### src/rtl/mem_access.sv
// mem_access: MEM stage of a simple in-order pipeline.
// Accepts one instruction at a time from EX and runs one bus transaction for a
// load or store. It forms byte enables, replicates store data across byte
// lanes, and extracts and extends load data.
// Optional feature: define MISALIGN_TRAP_EN to trap misaligned half/word
// accesses instead of silently aligning them.
module mem_access (
    input  logic        clk,
    input  logic        reset,
    input  logic        in_valid,
    input  logic [31:0] ALUout,
    input  logic [31:0] RegB,
    input  logic        MemRead,
    input  logic        MemWrite,
    input  logic [1:0]  MemSize,
    input  logic        MemSignExt,
    output logic        stall,
    output logic        out_valid,
    output logic [31:0] MemData,
    output logic        misalign,
    output logic        mem_req,
    output logic        mem_we,
    output logic [31:0] mem_addr,
    output logic [3:0]  mem_be,
    output logic [31:0] mem_wdata,
    input  logic        mem_ack,
    input  logic [31:0] mem_rdata
);

    localparam logic [1:0] IDLE = 2'b00;
    localparam logic [1:0] REQ  = 2'b01;
    localparam logic [1:0] DONE = 2'b10;

    logic [1:0]  r_state;
    logic [31:0] r_addr;
    logic [31:0] r_wdata;
    logic [1:0]  r_size;
    logic        r_sext;
    logic        r_we;
    logic        r_both;

    logic        w_is_mem;
    logic        w_trap;
    logic        w_in_req;
    logic [3:0]  w_be;
    logic [31:0] w_wrep;
    logic [31:0] w_shift;
    logic [15:0] w_half;
    logic [31:0] w_load;

    assign w_is_mem = MemRead | MemWrite;
    assign w_in_req = (r_state == REQ);

`ifdef MISALIGN_TRAP_EN
    logic r_misalign;
    assign w_trap   = ((MemSize == 2'b01) && ALUout[0]) ||
                      (MemSize[1] && (ALUout[1:0] != 2'b00));
    assign misalign = (r_state == DONE) & r_misalign;

    // Remember whether the instruction that led to DONE was trapped
    always_ff @(posedge clk or posedge reset) begin
        if (reset)
            r_misalign <= 1'b0;
        else if (r_state == IDLE && in_valid)
            r_misalign <= w_is_mem & w_trap;
    end
`else
    assign w_trap   = 1'b0;
    assign misalign = 1'b0;
`endif

    // Control FSM plus capture of the access operands on acceptance
    always_ff @(posedge clk or posedge reset) begin
        if (reset) begin
            r_state <= IDLE;
            r_addr  <= '0;
            r_wdata <= '0;
            r_size  <= '0;
            r_sext  <= 1'b0;
            r_we    <= 1'b0;
            r_both  <= 1'b0;
        end else begin
            case (r_state)
                IDLE: if (in_valid) begin
                    if (w_is_mem && !w_trap) begin
                        r_state <= REQ;
                        r_addr  <= ALUout;
                        r_wdata <= RegB;
                        r_size  <= MemSize;
                        r_sext  <= MemSignExt;
                        // A simultaneous read+write is performed as a write
                        r_we    <= MemWrite;
                        r_both  <= MemRead & MemWrite;
                    end else begin
                        r_state <= DONE;
                    end
                end
                REQ:     if (mem_ack) r_state <= DONE;
                default: r_state <= IDLE;
            endcase
        end
    end

    // Byte enables and lane-replicated store data from the latched operands
    always_comb begin
        w_be   = 4'b1111;
        w_wrep = r_wdata;
        case (r_size)
            2'b00: begin
                w_be   = 4'b0001 << r_addr[1:0];
                w_wrep = {4{r_wdata[7:0]}};
            end
            2'b01: begin
                w_be   = r_addr[1] ? 4'b1100 : 4'b0011;
                w_wrep = {2{r_wdata[15:0]}};
            end
            default: ;
        endcase
    end

    // Select the addressed lane of the read word and extend it
    always_comb begin
        w_shift = mem_rdata >> {r_addr[1:0], 3'b000};
        w_half  = r_addr[1] ? mem_rdata[31:16] : mem_rdata[15:0];
        case (r_size)
            2'b00:   w_load = {{24{r_sext & w_shift[7]}}, w_shift[7:0]};
            2'b01:   w_load = {{16{r_sext & w_half[15]}}, w_half};
            default: w_load = mem_rdata;
        endcase
    end

    // Load result register: updated only when a load completes or a read+write or trap reports zero
    always_ff @(posedge clk or posedge reset) begin
        if (reset)
            MemData <= '0;
        else if (r_state == IDLE && in_valid && w_is_mem && w_trap)
            MemData <= '0;
        else if (w_in_req && mem_ack) begin
            if (!r_we)
                MemData <= w_load;
            else if (r_both)
                MemData <= '0;
        end
    end

    // Bus outputs are decoded from state, so reset drops mem_req immediately
    assign mem_req   = w_in_req;
    assign mem_we    = w_in_req & r_we;
    assign mem_addr  = w_in_req ? {r_addr[31:2], 2'b00} : 32'd0;
    assign mem_be    = w_in_req ? w_be : 4'd0;
    assign mem_wdata = w_in_req ? w_wrep : 32'd0;

    assign out_valid = (r_state == DONE);
    assign stall     = ~reset & (((r_state == IDLE) & in_valid & w_is_mem) | w_in_req);

endmodule

### config.mk
export PLATFORM = sky130hd
export DESIGN_NAME = mem_access
export DESIGN_NICKNAME = d
export VERILOG_FILES = /design/src/rtl/mem_access.sv
export SDC_FILE = /design/constraint.sdc
export NUM_CORES = 1
export LEC_CHECK = 0
export CORE_MARGIN = 1.5
export CORE_UTILIZATION = 47
export DETAILED_ROUTE_END_ITERATION = 7
export PLACE_DENSITY = 0.86
export SLEW_MARGIN = 20
export SYNTH_ARGS = -nofsm -noshare
export SYNTH_HDL_FRONTEND = slang
export SYNTH_SLANG_ARGS = --single-unit
### constraint.sdc
create_clock -name clk -period 6.1 [get_ports clk]
set_input_delay 1.22 -clock clk [delete_from_list [all_inputs] [get_ports clk]]
set_output_delay 1.22 -clock clk [all_outputs]
set_load 0.1 [all_outputs]
==> metrics.yaml <==
logic_synthesis:
  syn_area_um2: 5200
  ys_ff_latch: 103
  syn_area_per_cell_um2: 8.59
  async_flop_share: 1.00
  syn_inst: 606
  synth_most_common_cell: "nand2_1"
  yosysWarnings: 0
  seq_area_frac_synth: 0.495
  synth-edff-count: 0
  synthFlopType: "dfrtp_1"
  synth_common_cells: "nand2_1, dfrtp_1, and2_1, nor2_1, clkbuf_1"
  yosysTopAreaCellShare: 0.495
  synth_top_area_cell: "dfrtp_1"
  ys_types: 37
  synthTopCellsByArea: "dfrtp_1, nand2_1, and2_1"
routing:
  ant_nets: 0
  drc: 0
  drtIter0Drc: 329
  wirelength_um: 15800
  routedWlPerCell_um: 17.0
  dr.pass1.iters: 5
  vias: 5004
  via_per_inst: 5.39
sta:
  max_freq_mhz: 209
  fin_crit_sh: 0.784
  clock_skew_ns: 0.0148
  tns_ns: 0
  relSlewSlack: 0.263
  tightest_slew_ns: 1.11
  rsz0062_at_grt: "no"
  hold_viol: 0
  period_needed_ns: 4.78
  hold_ws_ns: 0.477
  setup_ws_ns: 1.32
  setup_viol: 0
  slew_violations: 0
cells_and_area:
  regArea_um2: 2580
  drive_gt1_frac: 0.0570
  num_antenna_cells: 0
  final_util: 0.690
  fillers: 850
  multi_input_area_um2: 2430
  nNetsFinal: 889
  area_growth_pct: 43.6
placed_design:
  dpl.hpwl_um: 11200
  io_buffers: 206
  pre_cts_ws_ns: 1.72
  gp_congestion: 0.864
floorplanning:
  dieArea_um2: 11700
  core_area_um2: 10800
  initial_core_util: 0.480
  dieWidth_um: 108
  die_height_um: 108
  rows: 38
  ios: 210
clocking:
  clock_sinks: 103
  cts_htree_levels: 3
  cts.clk_slew.worst_paths_ns: 0.09
  cts_buffer_depth: 2
  cts_tree: "yes"
  cts_setup_buffers: 0
  insertion_delay_ns: 0.37
  cts_hold_buf: 0
  cts_made_buffers: 9
  root_buffer: "clkbuf_8"
  post_cts_resized: 0
grt:
  overflow: 0
  antenna_found_initial: 0
  grt_pass1_wl_um: 25200
  first_global_vias: 5044
  grt_max_degree: 68
  track_usage: 0.276
critical_path:
  critPathRequiredTime_ns: 4.88
  cp-end-kind: "output pin"
  crit_type: "flop to output pin"
  reg2regPathDepth: 5
  worstPathMaxFanout: 57
  critPathLaunchType: "flop"
  arrival_ns: 3.56
hold_path:
  hold_path_class: "flop to flop"
  worstHoldPathCells: 2
status:
  status: "complete, no violations"
pwr:
  peakVddDrop_uv: 380
  power_density_nw_per_um2: 586
  p_leak_uw: 0.00339
  finalPower_uw: 4380
run:
  drv_cap: 0
## worst paths after layout
path                       startpoint           to  slack (ns)
min in group asynchronous       reset   r_addr[23]        1.36
hold / removal                 r_both       r_both        0.48
hold reg to reg                r_both       r_both        0.48
max in group asynchronous       reset    r_size[1]        3.70
setup / recovery            r_size[1]    mem_be[0]        1.32
setup reg to reg           r_state[1]  MemData[19]        3.41
## registers in the layout (all words and copies together) (netlist names)
signal,count
r_we,1
r_size,2
MemData,32
r_wdata,32
r_addr,32
r_both,1
r_sext,1
r_state,2
## per-stage QoR
stage,cells,cell area (µm²)
2_1_floorplan,608,5210
3_3_place_gp,913,7290
3_5_place_dp,913,7290
4_1_cts,929,7480
5_1_grt,929,7480
6_report,929,7480
## layer usage
layer,share of wire,up-vias,track usage
li1,-,2338,-
met1,0.40,2388,0.347
met2,0.48,255,0.457
met3,0.10,23,0.0796
met4,0.019,0,0.0940
met5,0,-,0
## cell usage in the layout, fill, tap and decap left out, types with 4 or more instances in the layout
cell             netlist  final
and2_1                42     42
clkbuf_8               0     11
nand2b_1              20     20
mux2_2                 8      8
a222oi_1               7      7
a221oi_1               8      8
a22o_1                26     26
dfrtp_1              103    102
clkdlybuf4s50_1        0    204
buf_4                  4      6
o21ai_1                9      8
inv_1                  5      4
o21ai_0               14     14
mux2i_1               16     16
nand2_1              230    230
a21oi_1               21     21
nor2_1                29     29
## cell type report
type	instances	share of cell area
multi-input cells	454	0.325
inverters	6	0.00335
well taps	140	0.0234
flip-flops and latches	103	0.345
clock inverters	5	0.00435
clock buffers	11	0.0203
repair buffers	210	0.279
## worst max-delay path, cell delays in order, from the launching register on
cell	delay, ns
dfrtp_2	1.09
inv_1	0.25
o21ai_1	0.45
and2_1	0.23
clkdlybuf4s50_1	1.14
## kinds of logic after synthesis
kind of cell | count (synthesis) | synth area share
simple gates | 335 | 0.283
flops | 103 | 0.495
other cells | 1 | 0.000720
buf+inv | 51 | 0.0435
compound gates | 90 | 0.124
mux | 26 | 0.0531
## report_power, final
part | internal (µW) | total (µW) | switching, µW
sequential | 956 | 1240 | 281
combinational | 711 | 2740 | 2030
clock | 169 | 406 | 237
total | 1840 | 4380 | 2540
Power figures use the tool's default switching activity.
